File: src/rtl/motor_cmd_seq.sv
// Stepper move-command sequencer: queues {dir, pulses} moves, issues them to
// the driver one at a time, supervises the busy handshake and tracks position.
`timescale 1ns/1ps
module motor_cmd_seq #(
    parameter int unsigned FIFO_DEPTH    = 4,
    parameter logic [15:0] START_TIMEOUT = 16'd1000
) (
    input  logic        i_clk_100k,
    input  logic        i_rst_n,
    input  logic        i_cmd_valid,
    input  logic        i_cmd_dir,
    input  logic [23:0] i_cmd_pulses,
    output logic        o_cmd_ready,
    input  logic        i_abort,
    input  logic        i_err_clr,
    output logic        o_start,
    output logic        o_dir,
    output logic [23:0] o_pulses,
    input  logic        i_busy,
    output logic        o_drv_rst,
    output logic        o_done,
    output logic        o_err,
    output logic [4:0]  o_level,
    output logic [31:0] o_position
);

    localparam int unsigned AW = (FIFO_DEPTH > 1) ? $clog2(FIFO_DEPTH) : 1;

    typedef enum logic [2:0] {
        S_IDLE,
        S_ISSUE,
        S_WAIT_BUSY,
        S_WAIT_DONE,
        S_ABORT
    } state_t;

    logic [24:0]   fifo_mem [FIFO_DEPTH];
    logic [AW-1:0] wr_ptr_q, wr_ptr_d;
    logic [AW-1:0] rd_ptr_q, rd_ptr_d;
    logic [4:0]    level_q, level_d;

    state_t        state_q, state_d;
    logic [15:0]   timer_q, timer_d;
    logic          dir_q, dir_d;
    logic [23:0]   pulses_q, pulses_d;
    logic [31:0]   position_q, position_d;
    logic          done_q, done_d;
    logic          err_q, err_d;
    logic          drv_rst_q, drv_rst_d;
    logic          abort_cnt_q, abort_cnt_d;
    logic          alive_q;

    logic          push;
    logic          pop;
    logic          full;
    logic          err_set;
    logic          head_dir;
    logic [23:0]   head_pulses;
    logic [31:0]   pulses_ext;

    assign full        = (level_q == 5'(FIFO_DEPTH));
    assign o_cmd_ready = alive_q & ~full & ~i_abort & (state_q != S_ABORT);
    assign push        = i_cmd_valid & o_cmd_ready;
    assign {head_dir, head_pulses} = fifo_mem[rd_ptr_q];
    assign pulses_ext  = {8'd0, pulses_q};

    always_ff @(posedge i_clk_100k) begin
        if (push) begin
            fifo_mem[wr_ptr_q] <= {i_cmd_dir, i_cmd_pulses};
        end
    end

    // Abort flushes the queue outright; a push offered during abort never handshakes.
    always_comb begin
        wr_ptr_d = wr_ptr_q;
        rd_ptr_d = rd_ptr_q;
        level_d  = level_q;
        if (i_abort) begin
            wr_ptr_d = '0;
            rd_ptr_d = '0;
            level_d  = 5'd0;
        end else begin
            if (push) begin
                wr_ptr_d = wr_ptr_q + AW'(1);
            end
            if (pop) begin
                rd_ptr_d = rd_ptr_q + AW'(1);
            end
            level_d = level_q + {4'd0, push} - {4'd0, pop};
        end
    end

    always_comb begin
        state_d     = state_q;
        timer_d     = timer_q;
        dir_d       = dir_q;
        pulses_d    = pulses_q;
        position_d  = position_q;
        abort_cnt_d = abort_cnt_q;
        done_d      = 1'b0;
        err_set     = 1'b0;
        pop         = 1'b0;
        if (i_abort) begin
            state_d     = S_ABORT;
            abort_cnt_d = 1'b0;
        end else begin
            case (state_q)
                S_IDLE: begin
                    if (level_q != 5'd0) begin
                        pop = 1'b1;
                        // Zero-length moves complete in place; the driver outputs keep the last issue.
                        if (head_pulses == 24'd0) begin
                            done_d = 1'b1;
                        end else begin
                            dir_d    = head_dir;
                            pulses_d = head_pulses;
                            state_d  = S_ISSUE;
                        end
                    end
                end
                S_ISSUE: begin
                    timer_d = 16'd0;
                    state_d = S_WAIT_BUSY;
                end
                S_WAIT_BUSY: begin
                    // The o_start cycle accounts for one count, so o_err rises
                    // START_TIMEOUT cycles after the strobe.
                    timer_d = timer_q + 16'd1;
                    if (i_busy) begin
                        state_d = S_WAIT_DONE;
                    end else if (timer_d == START_TIMEOUT - 16'd1) begin
                        err_set = 1'b1;
                        state_d = S_IDLE;
                    end
                end
                S_WAIT_DONE: begin
                    if (!i_busy) begin
                        position_d = dir_q ? (position_q + pulses_ext) : (position_q - pulses_ext);
                        done_d     = 1'b1;
                        state_d    = S_IDLE;
                    end
                end
                S_ABORT: begin
                    if (abort_cnt_q) begin
                        state_d = S_IDLE;
                    end else begin
                        abort_cnt_d = 1'b1;
                    end
                end
                default: begin
                    state_d = S_IDLE;
                end
            endcase
        end
    end

    always_comb begin
        err_d = err_q;
        if (i_err_clr) begin
            err_d = 1'b0;
        end
        if (err_set) begin
            err_d = 1'b1;
        end
        drv_rst_d = (state_d == S_ABORT);
    end

    always_ff @(posedge i_clk_100k or negedge i_rst_n) begin
        if (!i_rst_n) begin
            state_q     <= S_IDLE;
            wr_ptr_q    <= '0;
            rd_ptr_q    <= '0;
            level_q     <= 5'd0;
            timer_q     <= 16'd0;
            dir_q       <= 1'b0;
            pulses_q    <= 24'd0;
            position_q  <= 32'd0;
            done_q      <= 1'b0;
            err_q       <= 1'b0;
            drv_rst_q   <= 1'b1;
            abort_cnt_q <= 1'b0;
            alive_q     <= 1'b0;
        end else begin
            state_q     <= state_d;
            wr_ptr_q    <= wr_ptr_d;
            rd_ptr_q    <= rd_ptr_d;
            level_q     <= level_d;
            timer_q     <= timer_d;
            dir_q       <= dir_d;
            pulses_q    <= pulses_d;
            position_q  <= position_d;
            done_q      <= done_d;
            err_q       <= err_d;
            drv_rst_q   <= drv_rst_d;
            abort_cnt_q <= abort_cnt_d;
            alive_q     <= 1'b1;
        end
    end

    assign o_start    = (state_q == S_ISSUE);
    assign o_dir      = dir_q;
    assign o_pulses   = pulses_q;
    assign o_done     = done_q;
    assign o_err      = err_q;
    assign o_drv_rst  = drv_rst_q;
    assign o_level    = level_q;
    assign o_position = position_q;

endmodule
File: config.mk
export PLATFORM = sky130hd
export DESIGN_NAME = motor_cmd_seq
export DESIGN_NICKNAME = d
export VERILOG_FILES = /design/src/rtl/motor_cmd_seq.sv
export SDC_FILE = /design/constraint.sdc
export NUM_CORES = 1
export LEC_CHECK = 0
export ABC_CLOCK_PERIOD_IN_PS = 6900
export CAP_MARGIN = 10
export CORE_UTILIZATION = 62
export CTS_CLUSTER_DIAMETER = 200
export CTS_CLUSTER_SIZE = 8
export DETAILED_ROUTE_END_ITERATION = 8
export PLACE_DENSITY = 0.92
export SLEW_MARGIN = 5
export SYNTH_ARGS = -nofsm -noshare
export SYNTH_HDL_FRONTEND = slang
export SYNTH_SLANG_ARGS = --single-unit
File: constraint.sdc
create_clock -name i_clk_100k -period 6.9 [get_ports i_clk_100k]
set_clock_uncertainty 0.1 [all_clocks]
set_input_delay 1.035 -clock i_clk_100k [delete_from_list [all_inputs] [get_ports i_clk_100k]]
set_output_delay 1.035 -clock i_clk_100k [all_outputs]
set_load 0.03 [all_outputs]
; After elaboration in Yosys (flattened, before gate mapping)
; Memories as Yosys holds them, arrays and structs flattened.
; Cells that the tools add are included.
[totals]
reg_bits = 90
ram_bits = 100
input_bits = 31
output_inout_bits = 67
word_cells = 81
memories = 1
[op_classes]
n_addsub = 7
n_eq_ne = 8
mux = 33
bitwise_logic = 8
reduce_logical = 11
[memory_table]
columns = memory, depth, width, rd, rd_ports_with_merged_regs, write_ports, line_no
row1 = fifo_mem, 4, 25, 1, 0, 1, 37  ; logic [24:0] fifo_mem [FIFO_DEPTH];
[ops]
columns = cell, n
row1 = adder 32 x 24 -> 32 bit, 1
row2 = 2-to-1 mux 32 bit, 1
row3 = case mux 16 bit (2 select lines), 1
row4 = subtractor 32 x 24 -> 32 bit, 1
row5 = zero test 24 bit, 1
row6 = 2-to-1 mux 3 bit, 7
row7 = 2-to-1 mux 1 bit, 17
row8 = "adder 16 x 1 -> 16 bit, second input constant", 1
row9 = "equality test 16 x 10 -> 1 bit, second input constant", 1
row10 = case mux 3 bit (5 select lines), 1
row11 = nonzero test 2 bit, 5
row12 = 2-to-1 mux 2 bit, 4
row13 = "equality test 3 x 2 -> 1 bit, second input constant", 2
row14 = "equality test 3 bit, second input constant", 2
row15 = adder 5 x 1 -> 5 bit, 1
row16 = "equality test 5 x 3 -> 1 bit, second input constant", 1
row17 = 2-to-1 mux 5 bit, 1
row18 = nonzero test 5 bit, 1
row19 = subtractor 5 x 1 -> 5 bit, 1
row20 = "adder 2 x 1 -> 2 bit, second input constant", 2
row21 = bitwise AND 1 bit, 4
row22 = NOT 1 bit, 4
row23 = AND reduction 4 bit, 1
row24 = "equality test 3 x 1 -> 1 bit, second input constant", 1
row25 = other kinds (5), 5

; Longest topological paths before layout
; Gate-level depths: netlist of run 1.
[depth]
ltp_word = 9
depth_mapped = 18
ltp_nobuf = 18

; Worst setup path before layout of run 1
; OpenSTA, ideal clock, no wires.
[synth_path]
path_kind = input to register
start = input port i_abort
end = register level_q[4], in the netlist o_level[4]
setup_time_ns = 0.078
arrival_ns = 4.895
required_ns = 6.722
path_slack_ns = 1.826
stages = 11
path_buffers = 0
cell_sequence = a2111oi_0 -> and2_1 -> inv_1 -> ha_1 -> inv_1 -> ha_1 -> fa_1 -> a21oi_1 -> nor2_1 -> or3_1 -> a21oi_1
[synth_between]
elab_chain_cells = 7
elab_cells_between_ends = 8
cone_classes = add/sub: 2 / mux: 2 / bitwise: 4
[synth_rtl]
columns = item, line_no
row1 = start: declaration, 14  ; input logic i_abort,
row2 = NOT 1 bit (no source line), -
row3 = bitwise AND 1 bit (2 in series), 62  ; assign o_cmd_ready = alive_q & ~full & ~i_abort & (state_q != S_ABORT);
row4 = bitwise AND 1 bit, 63  ; assign push = i_cmd_valid & o_cmd_ready;
row5 = adder 5 x 1 -> 5 bit, 89  ; level_d = level_q + {4'd0, push} - {4'd0, pop};
row6 = subtractor 5 x 1 -> 5 bit, 89
row7 = 2-to-1 mux 5 bit *, 78  ; if (i_abort) begin
row8 = net level_d[4], 40  ; logic [4:0] level_q, level_d;
row9 = end signal: assignment, 187  ; level_q <= level_d;
row10 = end: declaration, 40
; Mark *: on every way through the listed nets, which the timed path passes. The rest lies on a longest branch.
; A chain may end at the register's enable or synchronous reset.

; Worst setup path after layout of run 1
[layout_path]
start = register pulses_q[0], in the netlist o_pulses[0]
end = register position_q[31], in the netlist o_position[31]
[layout_between]
elab_chain_cells = 2
elab_cells_between_ends = 3
cone_classes = add/sub: 2 / mux: 1
[layout_rtl]
columns = item, line_no
row1 = start: declaration, 45  ; logic [23:0] pulses_q, pulses_d;
row2 = start signal: assignment, 190  ; pulses_q <= pulses_d;
row3 = subtractor 32 x 24 -> 32 bit or adder 32 x 24 -> 32 bit (tied branches), 138  ; position_d = dir_q ? (position_q + pulses_ext) : (position_q - pulses_ext);
row4 = 2-to-1 mux 32 bit *, 138
row5 = end signal: assignment, 191  ; position_q <= position_d;
row6 = end: declaration, 46  ; logic [31:0] position_q, position_d;
; Every way passes the cells marked *; elsewhere a longest branch is shown, timed or not.

==> results of run 1 <==
-- worst min path at each step --
stage / to / from / depth (start not counted)
floorplan: timer_q[6]$_DFFE_PN0P_ / timer_q[6]$_DFFE_PN0P_ / 1
detailed placement: timer_q[6]$_DFFE_PN0P_ / timer_q[6]$_DFFE_PN0P_ / 1
global route: timer_q[11]$_DFFE_PN0P_ / i_rst_n / 1
finish: timer_q[12]$_DFFE_PN0P_ / i_rst_n / 1
global placement: abort_cnt_q$_DFFE_PN0P_ / abort_cnt_q$_DFFE_PN0P_ / 2
CTS: timer_q[12]$_DFFE_PN0P_ / i_rst_n / 1
-- power by group --
group | internal [uW] | switching [uW]
logic | 775 | 990
registers | 1300 | 202
clock network | 488 | 482
-- cell type report --
class | instances | area, um2
sequential | 190 | 5260
fill | 977 | 4150
clock buffer | 17 | 425
clock inverter | 15 | 160
inverter | 27 | 101
tap | 216 | 270
multi-input combinational | 577 | 4430
timing repair buffer | 106 | 1040
-- sequential cells by signal (all words and copies together) (netlist names) --
name / cells
o_dir: 1
timer_q: 16
fifo_mem: 100
state_q: 3
abort_cnt_q: 1
o_level: 5
o_done: 1
alive_q: 1
o_pulses: 24
o_position: 32
wr_ptr_q: 2
rd_ptr_q: 2
o_err: 1
o_drv_rst: 1
-- cell usage in the layout, fill, tap and decap left out, types with 9 or more instances in the layout --
cell / netlist / final
sky130_fd_sc_hd__a21o_1: 9 / 9
sky130_fd_sc_hd__a21oi_1: 61 / 61
sky130_fd_sc_hd__buf_4: 1 / 10
sky130_fd_sc_hd__clkbuf_16: 0 / 17
sky130_fd_sc_hd__clkdlybuf4s50_1: 0 / 96
sky130_fd_sc_hd__dfrtp_1: 89 / 89
sky130_fd_sc_hd__edfxtp_1: 100 / 100
sky130_fd_sc_hd__ha_1: 44 / 44
sky130_fd_sc_hd__inv_1: 27 / 27
sky130_fd_sc_hd__mux2_2: 10 / 10
sky130_fd_sc_hd__mux2_4: 20 / 20
sky130_fd_sc_hd__mux4_1: 14 / 14
sky130_fd_sc_hd__mux4_2: 11 / 11
sky130_fd_sc_hd__nand2_1: 63 / 63
sky130_fd_sc_hd__nand3_1: 12 / 12
sky130_fd_sc_hd__nand4_1: 10 / 10
sky130_fd_sc_hd__nor2_1: 61 / 61
sky130_fd_sc_hd__nor3_1: 11 / 11
sky130_fd_sc_hd__nor3b_1: 9 / 9
sky130_fd_sc_hd__nor4_1: 10 / 10
sky130_fd_sc_hd__o21ai_0: 67 / 67
sky130_fd_sc_hd__o31ai_1: 10 / 10
sky130_fd_sc_hd__xnor2_1: 22 / 22
sky130_fd_sc_hd__xor2_1: 38 / 38
-- logic make-up after synthesis --
logic type,synth area share [%]
AO/OA/AOI/OAI,11.7
XOR/XNOR,5.26
adder cells (fa/ha/maj),5.91
buffers and inverters,3.07
flip-flops,52.6
multiplexers,10.8
other,0.0375
AND/OR/NAND/NOR,10.6
-- worst reg2reg max path, stage by stage, from the launching register on --
cell and delay (ns):
sky130_fd_sc_hd__dfrtp_1 0.43, sky130_fd_sc_hd__inv_1 0.08, sky130_fd_sc_hd__ha_1 0.17, sky130_fd_sc_hd__nand2b_1 0.08, sky130_fd_sc_hd__or4_1 0.45, sky130_fd_sc_hd__nor2_1 0.20
sky130_fd_sc_hd__nand2_1 0.14, sky130_fd_sc_hd__nor4_2 0.57, sky130_fd_sc_hd__a21oi_1 0.19, sky130_fd_sc_hd__xor2_1 0.18, sky130_fd_sc_hd__ha_1 0.41, sky130_fd_sc_hd__nand4_1 0.21
sky130_fd_sc_hd__nor3_1 0.30, sky130_fd_sc_hd__nor2_1 0.10, sky130_fd_sc_hd__o311ai_0 0.47, sky130_fd_sc_hd__o2111ai_1 0.24, sky130_fd_sc_hd__o211ai_1 0.26, sky130_fd_sc_hd__mux2i_1 0.24
sky130_fd_sc_hd__xnor2_1 0.13
-- per-stage QoR --
stage	hold WS [ns]	utilization (%)	area, um2	power [uW]	cells
after floorplan	0.365	-	9990	2740	828
after global placement	0.384	70.1	11100	3170	1116
after detailed placement	0.405	70.1	11100	3240	1116
after CTS	0.413	73.8	11700	4230	1148
after global routing	0.436	73.8	11700	4440	1148
final	0.395	73.8	11700	4240	1148
-- metal layers --
metal	vias up	track usage (%)	wire length, um
met4	0	15.9	986
li1	3276	-	-
met1	3414	35.5	8960
met5	-	0	0
met2	288	45.9	10900
met3	77	4.86	1350
==> results by stage, run 1 <==
Run status:
- The flow ran to the end, and the final reports show no timing, DRC or antenna violations.

Floorplanning:
- The floorplan step set the die height to 129 um.
- The die covers 16600 um2.
- The core area is 15800 um2.
- In this run the horizontal extent of the chip is 129 um.
- After floorplanning, the core was divided into 46 placement rows.
- The number of top-level pins is 98.
- The starting density of the core is 63.1%.

Yosys:
- The leading register cell type out of synthesis is sky130_fd_sc_hd__edfxtp_1.
- The post-synthesis register bit count is 190.
- By area the synthesized netlist is led by sky130_fd_sc_hd__edfxtp_1 (30%), sky130_fd_sc_hd__dfrtp_1 (22%), sky130_fd_sc_hd__ha_1 (5.5%), sky130_fd_sc_hd__mux4_1 (3.7%), sky130_fd_sc_hd__o21ai_0 (3.4%).
- After synthesis, flip-flops and latches occupy 52.6% of the total area.
- The mean cell area of the mapped netlist is 12.1 um2.
- The count of distinct cell types in the synthesized netlist is 69.
- The synthesized netlist net count is 905.
- The async set-or-reset flop fraction in the synthesized netlist is 47.4%.
- The number of enable flip-flop cells after synthesis is 100.
- By instance count, the leading cell after synthesis is sky130_fd_sc_hd__edfxtp_1.
- The synthesized design spends more area on one cell type than any other, namely sky130_fd_sc_hd__edfxtp_1.
- For this run, the number of Yosys warnings is 0.
- The total standard cell area after synthesis is 9990 um2.
- The proportion of netlist area held by the largest area contributor is 30.0%.
- Sorting the synthesized cells by how often they occur yields sky130_fd_sc_hd__edfxtp_1 (100), sky130_fd_sc_hd__dfrtp_1 (89), sky130_fd_sc_hd__o21ai_0 (67).
- The post-synthesis instance total is 828.

Route:
- The average detailed-routed wire length per instance is 19.3 um.
- The number of detailed-route iterations in the first pass is 5.
- The via density per instance is 6.15.
- The violation count after the first detailed-routing iteration is 534.
- Detailed routing inserted a total of 7055 vias.
- After detailed routing, the number of remaining DRC violations is 0.
- In this run the remaining antenna-violating nets after routing total 0.
- The overall routed net length is 22200 um.

Timing:
- In the finished design, the share of the clock period the worst path needs comes to 72.8%.
- The number of max-slew violations in the final report is 0.
- Setup total negative slack on the finished layout was measured at 0 ns.
- At the pin with the least slew margin, the transition time is 1.04 ns.
- The relative slew slack is 28.6%.
- The final worst slack is 1.88 ns.
- The hold violation total from the final report was 0.
- Setup repair after global routing left no endpoint under its margin.
- Static timing analysis puts the maximum clock frequency at 0.199 GHz.
- The smallest clock period supported by the final layout is computed as 5.02 ns.
- The setup violation total in the final timing report is 0.

Critical path:
- The combined buffer and inverter count along the critical path is 1.
- The worst setup path is of the flip-flop to flip-flop kind.
- The depth of the worst register-to-register path is 18.
- In this design, the stage delay of the slowest critical-path cell is 0.57 ns.
- Setup slack on the worst reg-to-reg path comes out at 1.88 ns.
- Counting buffers and inverters, the worst setup path is 18 cells deep.
- Walking the worst path, the cells encountered are inv_1, ha_1, nand2b_1, or4_1, nor2_1, nand2_1, nor4_2, a21oi_1, xor2_1, ha_1, nand4_1, nor3_1, nor2_1, o311ai_0, o2111ai_1, o211ai_1, mux2i_1, xnor2_1.
- The library cell contributing the largest single delay on the critical path is sky130_fd_sc_hd__nor4_2.
- In this run the worst path has a maximum fanout of 8.
- STA classifies the critical path startpoint as a flip-flop.
- In this run the critical register-to-register path is launched from o_pulses[0]$_DFFE_PN0P_.
- The element type at the critical path end is a flip-flop.
- In this run the worst setup path begins at o_pulses[0]$_DFFE_PN0P_.
- The endpoint identified for the worst register-to-register timing path is o_position[31]$_DFFE_PN0P_.
- The critical path capture point is o_position[31]$_DFFE_PN0P_.
- The critical path arrival is 5.29 ns.
- The cell family contributing the most delay on the critical path is simple AND/OR/NAND/NOR gates.
- STA puts the critical path data required time at 7.17 ns.

Placed design:
- The HPWL after detailed placement is 15300 um.
- The final weighted congestion in routability-driven placement is 0.900.
- At the placement stage, the worst setup path has a slack of 1.83 ns.
- The count of port buffers added during placement is 97.

Clock network:
- Buffers inserted during clock tree synthesis total 17.
- The clock root buffer is sky130_fd_sc_hd__clkbuf_16.
- The buffer depth of the longest clock path is 2.
- The TritonCTS sink count is 190.
- Hold repair after CTS inserted 0 buffers.
- The number of gates resized after cts is 0.
- TritonCTS built the clock tree.
- Clock-pin slew was measured on the worst setup and hold paths at 0.07 ns.
- The maximum level of the CTS H-tree is 4.
- The buffers inserted during post-CTS setup optimization is 0.
- The clock latency at the later pin of the worst-skew pair is 0.44 ns.

GRT:
- Entering global routing, the biggest net connects 69 pins.
- The total overflow left after global routing is 0.
- The total global routing track utilization is 28.0%.
- The global-route wire length before repair is 35000 um.
- The number of antenna violations at the first check in global routing is 0.
- The via count of the first global-routing pass was 6785.

Finish:
- The repair_antennas step left the layout with diodes totalling 0.
- The ratio of cells with drive above 1 in the final layout is 9.87%.
- The signed area change from the synthesized netlist to the final layout is 16.9%.
- In the final design database the tool counted 996 nets.

Hold path:
- The type of the tightest min-delay check is primary input to asynchronous set/reset pin.

Power and ir drop:
- The total leakage power is 0.00458 uW.
- In this run the power density over the cells is 363 nW/um2.
- The maximum VDD drop is 0.248 mV.

Job:
- The tool flagged a number of max-cap violations equal to 0.
Note: power is estimated with default switching activity, not from simulation.
==> run 2: changes to the inputs <==
- ABC_CLOCK_PERIOD_IN_PS: 6900 -> 4700
- CORE_UTILIZATION: 62 -> 58
- PLACE_DENSITY: 0.92 -> 0.87
- clock period: 6.9 -> 4.7 ns (I/O delays scaled with it)
==> run 2 against run 1 <==
Worst setup slack got worse by 1.6 ns. Routed wire length increased by 0.59%. Highest routed layer unchanged. Critical path type unchanged. Critical path depth unchanged.
==> results by stage, run 2 (synthesized netlist as in run 1, its figures left out) <==
Power and ir drop:
- Summed over all cells, the static leakage comes to 0.00464 uW.
- The overall power of the completed layout is 6330 uW.
- The power per cell area is 536 nW/um2.
- VDD sags by at most 0.359 mV.

GRT:
- Entering global routing, the biggest net connects 69 pins.
- The global-route wire length before repair is 35900 um.
- The layer carrying the most global-route usage is met2.
- For met2 alone, demand over resource in global routing was 44.5%.
- The total congestion overflow after global routing is 0.
- The via count of the first global-routing pass is 6916.
- In the global route stage, met3 resource usage came out at 5.25%.
- For this run, the total global-route usage over all layers was measured as 26.4%.
- The number of antenna violations at the first check in global routing came to 0.
- The met1 usage in global routing is 34.0%.

Floorplanning:
- The height of the die is 133 um.
- The floorplan die area is 17800 um2.
- The standard-cell row count is 47.
- The x dimension of the die is 133 um.
- The starting density of the core is 59.8%.
- During I/O placement, the number of pins put on the boundary was 98.
- The total area inside the core boundary comes to 16700 um2.

Placed design:
- The wire-length estimate of the detail-placed layout is 15500 um.
- The congestion estimate from routability-driven global placement came to 0.888.
- The count of port buffers added during placement is 97.
- In this run the cell area measured after placement is 11100 um2.

Run status:
- The flow ran to the end, and the final reports show no timing, DRC or antenna violations.

Critical path:
- The cell type group with the largest total delay on the critical path is simple AND/OR/NAND/NOR gates.
- The critical path arrival is 4.73 ns.
- The number of buffers and inverters on the critical path is 1.
- The required time of the worst setup path is 4.96 ns.
- On the worst path, the slowest cell contributes a delay of 0.44 ns.
- The critical path class is flip-flop to flip-flop.
- The startpoint kind of the worst setup timing path is a flip-flop.
- In this run the worst path has a maximum fanout of 7.
- The library cell contributing the largest single delay on the critical path is sky130_fd_sc_hd__or4_1.
- STA classifies the critical path endpoint as a flip-flop.
- Walking the worst path, the cells encountered are inv_1, ha_1, nand2b_1, or4_1, nor2_2, nand2_1, nor4_4, a21oi_1, xor2_1, ha_2, nand4_1, o22ai_1, nor2_1, o311ai_1, o2111ai_1, o211ai_1, mux2i_1, xnor2_1.

Hold path:
- The type of the tightest min-delay check is primary input to asynchronous set/reset pin.

Route:
- The remaining number of nets flagged by the antenna check after routing is 0.
- After detailed routing, the average wire length per cell comes to 19.3 um.
- The number of detailed-route iterations in the first pass is 5.
- The overall routed net length is 22300 um.
- The via density per instance is 6.09.
- The violation count after the first detailed-routing iteration is 662.
- The count of vias placed by the detailed router is 7047.
- The remaining design rule violation count is 0.

Timing:
- The clock period minus worst slack is 4.47 ns.
- Derived from the worst setup path, the maximum achievable clock frequency is 0.224 GHz.
- At the pin with the least slew margin, the transition time is 0.908 ns.
- The setup violation total in the final timing report is 0.
- The portion of the clock cycle consumed by the worst path in the final layout is 95.0%.
- The number of max-slew violations in the final report is 0.
- For the final routed database, the setup TNS stands at 0 ns.
- Headroom to the max-slew limit came out at 39.5%.
- The hold violation total from the final report came to 0.

Finish:
- The library cells used most frequently in the layout, excluding fill and tap cells, are sky130_fd_sc_hd__edfxtp_1 (100), sky130_fd_sc_hd__clkdlybuf4s50_1 (96), sky130_fd_sc_hd__dfrtp_1 (89).
- The library cell used most frequently in the layout, excluding fill and tap cells, is sky130_fd_sc_hd__edfxtp_1.
- The area growth from synthesis to layout is 18.1%.
- The register with the most flip-flops in the layout has 100 of them.
- The ratio of cells with drive above 1 in the final layout is 10.8%.
- More flip-flops sit in one register than any other, and that register is fifo_mem.
- At the end of the flow, the number of nets in the layout was 1002.
- Once layout is done, the placed cells without fillers occupy 11800 um2.
- 0 antenna diodes ended up in the layout.

Clock network:
- The clock reaches the later pin of the worst-skew pair after 0.45 ns.
- After clock tree synthesis, the clock-pin slew on the worst setup and hold paths is 0.08 ns.
- The root buffer cell chosen for the clock tree is sky130_fd_sc_hd__clkbuf_16.
- The clock tree synthesis step divided the H-tree into 4 levels.
- TritonCTS built the clock tree.
- Counting the buffers created by CTS gives 17.
- The clock net in this run drives a total of 190 sinks.
- No sink is reached through more buffers than the 2 on the longest clock path.
- The number of hold buffers added after CTS was 0.

Job:
- Max-cap violations in this run came to 0.
run 2: cell count changes in the layout (fill, tap and decap cells not counted), sizes merged:
| cell | before | now |
|---|---|---|
| buf | 10 | 16 |
| bufinv | 0 | 1 |
| clkinv | 3 | 7 |
| clkinvlp | 1 | 0 |
| inv | 38 | 34 |
run 2: worst reg2reg max path: stages (launching register included):
cell and delay [ns]:
sky130_fd_sc_hd__dfrtp_1 0.43, sky130_fd_sc_hd__inv_1 0.08, sky130_fd_sc_hd__ha_1 0.17, sky130_fd_sc_hd__nand2b_1 0.08, sky130_fd_sc_hd__or4_1 0.44, sky130_fd_sc_hd__nor2_2 0.16, sky130_fd_sc_hd__nand2_1 0.15, sky130_fd_sc_hd__nor4_4 0.24
sky130_fd_sc_hd__a21oi_1 0.15, sky130_fd_sc_hd__xor2_1 0.16, sky130_fd_sc_hd__ha_2 0.41, sky130_fd_sc_hd__nand4_1 0.21, sky130_fd_sc_hd__o22ai_1 0.27, sky130_fd_sc_hd__nor2_1 0.11, sky130_fd_sc_hd__o311ai_1 0.33, sky130_fd_sc_hd__o2111ai_1 0.22
sky130_fd_sc_hd__o211ai_1 0.28, sky130_fd_sc_hd__mux2i_1 0.24, sky130_fd_sc_hd__xnor2_1 0.13
run 2: timing repair:
action                     CTS  global route
setup endpoints to repair    0             4
hold endpoints to repair     0             0
gates resized for setup      0             5
buffers inserted             0             0
run 2: layout make-up:
type,instances,area (um2)
fillers,1109,4900
repair buffers,112,1080
multi-input cells,577,4450
clock buffers,17,425
flip-flops and latches,190,5260
clock inverters,15,215
inverters,27,101
well taps,220,275
run 2: per-stage QoR:
step | utilization (%) | hold slack (ns) | std cells | setup slack [ns]
after floorplan | - | 0.309 | 828 | 0.321
after global placement | 66.7 | 0.380 | 1126 | 0.385
after detailed placement | 66.7 | 0.399 | 1126 | 0.242
after CTS | 70.6 | 0.284 | 1158 | 0.0406
after global routing | 70.7 | 0.318 | 1158 | -0.0372
final | 70.7 | 0.241 | 1158 | 0.234
run 2: final timing paths:
path / startpoint / to / slack (ns) / cells past startpoint
min in group i_clk_100k: timer_q[6]$_DFFE_PN0P_ / timer_q[6]$_DFFE_PN0P_ / 0.42 / 1
setup reg to reg: o_pulses[0]$_DFFE_PN0P_ / o_position[31]$_DFFE_PN0P_ / 0.23 / 18
max in group asynchronous: i_rst_n / o_drv_rst$_DFF_PN1_ / 3.34 / 2
setup / recovery: o_pulses[0]$_DFFE_PN0P_ / o_position[31]$_DFFE_PN0P_ / 0.23 / 18
hold reg to reg: timer_q[6]$_DFFE_PN0P_ / timer_q[6]$_DFFE_PN0P_ / 0.42 / 1
hold / removal: i_rst_n / o_position[0]$_DFFE_PN0P_ / 0.24 / 1
run 2: layer usage:
metal / vias up / routed length, um
li1: 3306 / -
met1: 3440 / 9370
met2: 255 / 11200
met3: 46 / 1230
met4: 0 / 517
met5: - / 0
run 2: power by group:
group	total (uW)	switching [uW]	leakage, uW	internal [uW]
Clock	1520	739	0.000310	782
Sequential	2210	297	0.00209	1910
Combinational	2600	1450	0.00224	1150
Total	6330	2480	0.00464	3840
==> run 3: changes to the inputs <==
- CORE_UTILIZATION: 58 -> 45
- PLACE_DENSITY: 0.87 -> 0.71
==> run 3 against run 2 <==
Die area rose by 28%. Total power shrank 1.4%. Critical path depth unchanged. Core utilization is 16 points lower. Via count is 4.6% lower. Cell area up 0.93%. Sequential power about the same. Worst hold slack worse by 0.037 ns. Maximum frequency grew 3.6%.
==> results by stage, run 3 (synthesized netlist as in run 1, its figures left out) <==
Critical path:
- The endpoint of the worst register-to-register path is o_position[31]$_DFFE_PN0P_.
- Data on the critical path is required at its endpoint by 4.95 ns.
- The peak per-stage delay on the critical path is 0.44 ns.
- The element type at the critical path end is a flip-flop.
- The cell type group with the largest total delay on the critical path is simple AND/OR/NAND/NOR gates.
- The worst register-to-register path has a depth of 18.
- The critical-path maximum fanout is 6.
- The critical path class is flip-flop to flip-flop.
- The critical register-to-register path startpoint is o_pulses[0]$_DFFE_PN0P_.
- The number of buffers and inverters on the critical path is 1.
- The critical path arrival is 4.56 ns.
- Walking the worst path, the cells encountered are inv_1, ha_1, nand2b_1, or4_1, nor2_2, nand2_1, nor4_4, a31oi_1, xor2_1, ha_1, nand4_1, o22ai_2, nor2_1, o311ai_2, o2111ai_2, o211ai_1, mux2i_1, xnor2_1.
- Across all register-to-register paths, the minimum setup slack is 0.39 ns.
- The startpoint kind of the worst setup timing path is a flip-flop.
- On the critical path, the stage with the largest delay is an instance of sky130_fd_sc_hd__dfrtp_1.
- The cell repeated most along the worst path is sky130_fd_sc_hd__ha_1.

Power and ir drop:
- Of the total power, combinational logic draws 41.1%.
- In this run, flip-flops and latches consume 35.2% of the power.
- In this run switching power makes up 38.7% of total power.
- The total leakage power is 0.00465 uW.
- The maximum VDD drop is 0.299 mV.
- The power dissipated by switching net loads is 2420 uW.
- Internal power comes to 3820 uW.
- The clock group share of total power is 23.7%.
- The power per cell area is 524 nW/um2.

Job:
- The number of max-cap violations is 0.

Timing:
- The portion of the clock cycle consumed by the worst path in the final layout is 91.8%.
- The tightest hold path in the finished design has a slack of 0.204 ns.
- The worst pin sits at a relative slew slack of 36.6%.
- The hold violation total from the final report is 0.
- The number of max-slew violations in the final report is 0.
- The setup violation total in the final timing report is 0.
- The upper clock frequency limit is 0.232 GHz.
- The setup total negative slack is 0 ns.
- The clock period minus worst slack is 4.31 ns.
- Setup repair after global routing left no endpoint under its margin.
- The transition time at the pin with the least slew margin is 0.927 ns.

Route:
- After the first detailed-routing iteration, the DRC count stood at 406.
- After detailed routing, the total wire length is 21100 um.
- Dividing the detail-routed wire length by the instance count gives 17.3 um.
- The via density per instance is 5.50.
- The count of vias placed by the detailed router is 6722.
- The number of detailed-route iterations in the first pass is 5.
- The remaining number of nets flagged by the antenna check after routing is 0.
- The remaining design rule violation count is 0.

Clock network:
- TritonCTS built the clock tree.
- Clock-pin slew was measured on the worst setup and hold paths at 0.08 ns.
- The number of hold-repair buffers added at the cts stage is 0.
- The maximum level of the CTS H-tree is 4.
- The clock buffer count from CTS is 17.
- The clock reaches the later pin of the worst-skew pair after 0.44 ns.
- The buffer depth of the longest clock path is 2.
- The tree built by TritonCTS fans out to 190 sinks.
- Clock tree synthesis selected as its root buffer the cell sky130_fd_sc_hd__clkbuf_16.

Finish:
- The leading cell type in the layout, fill and taps excluded is sky130_fd_sc_hd__edfxtp_1.
- Leaving out fill and tap cells, the most frequent cells in the layout are sky130_fd_sc_hd__edfxtp_1 (100), sky130_fd_sc_hd__clkdlybuf4s50_1 (96), sky130_fd_sc_hd__dfrtp_1 (89).
- Compared with the post-synthesis result, the final layout area differs by 19.2%.
- The register name with the most flops is fifo_mem.
- In the final design database the tool counted 1006 nets.
- The repair_antennas step left the layout with diodes totalling 0.
- In the final layout, the share of cells above drive strength 1 is 11.7%.
- The number of flip-flops under the largest register name is 100.

GRT:
- Global routing finished with a remaining overflow of 0.
- The first global-routing pass estimated 33900 um of wire.
- The number of antenna violations at the first check in global routing came to 0.
- The via count of the first global-routing pass is 6516.
- Across every metal layer, demand over resource in global routing totals 19.5%.
- The largest net degree at the start of global routing is 58.

Placed design:
- The count of port buffers added during placement is 97.
- Routability-driven placement finished with a final weighted congestion of 0.908.
- The half-perimeter wire length after placement is 15200 um.

Floorplanning:
- The starting density of the core is 45.8%.
- The height of the die is 151 um.
- The standard-cell row count is 54.
- 98 I/O pins were placed.
- The floorplan step defined a die boundary enclosing 22800 um2.
- In this run the standard cell core region covers 21800 um2.
- The floorplan step set the die width to 151 um.

Run status:
- The run finished with clean final reports.

Hold path:
- The worst hold path belongs to the class primary input to asynchronous set/reset pin.
## run 3: what timing repair did
item	4_1_cts	5_1_grt
endpoints found under the setup margin	0	4
gates resized for setup	0	10
buffers inserted	0	1
## run 3: worst max path at each step
stage | from | to | cells past startpoint
global placement | o_pulses[0]$_DFFE_PN0P_ | o_position[31]$_DFFE_PN0P_ | 18
CTS | o_pulses[0]$_DFFE_PN0P_ | o_position[31]$_DFFE_PN0P_ | 18
floorplan | o_pulses[0]$_DFFE_PN0P_ | o_position[31]$_DFFE_PN0P_ | 18
finish | o_pulses[0]$_DFFE_PN0P_ | o_position[31]$_DFFE_PN0P_ | 18
detailed placement | o_pulses[0]$_DFFE_PN0P_ | o_position[31]$_DFFE_PN0P_ | 18
global route | o_pulses[0]$_DFFE_PN0P_ | o_position[31]$_DFFE_PN0P_ | 18
## run 3: per-layer routing
metal  GRT usage, %  part of all wire (%)  routed length, um
met1           27.0                    46               9780
met2           31.0                    47               9970
met3           3.28                   4.5                945
met4           6.55                   2.0                432
met5              0                     0                  0
## run 3: metrics by stage
| stage | cell area (um2) | std cells | util (%) | power (uW) | setup WS [ns] |
|---|---|---|---|---|---|
| final | 11900 | 1222 | 54.6 | 6240 | 0.388 |
| after global routing | 11900 | 1222 | 54.6 | 6600 | 0.0314 |
| after CTS | 11900 | 1221 | 54.3 | 6250 | 0.123 |
| after detailed placement | 11200 | 1189 | 51.5 | 4760 | 0.211 |
| after global placement | 11200 | 1189 | 51.5 | 4710 | 0.354 |
| after floorplan | 9990 | 828 | - | 4030 | 0.321 |
## run 3: area by class of cell
type	count	area (um2)
fill	1808	9910
sequential	190	5260
multi-input combinational	577	4480
timing repair buffer	116	1110
clock buffer	17	425
tap	280	350
clock inverter	15	189
inverter	27	101
## run 3: power by group through the flow
stage          clock network [uW]  logic (uW)  registers, uW
6_report                     1480        2570           2200
2_1_floorplan                   0        1660           2370
3_5_place_dp                    0        2540           2220
4_1_cts                      1510        2550           2190
3_3_place_gp                    0        2490           2220
5_1_grt                      1570        2810           2220
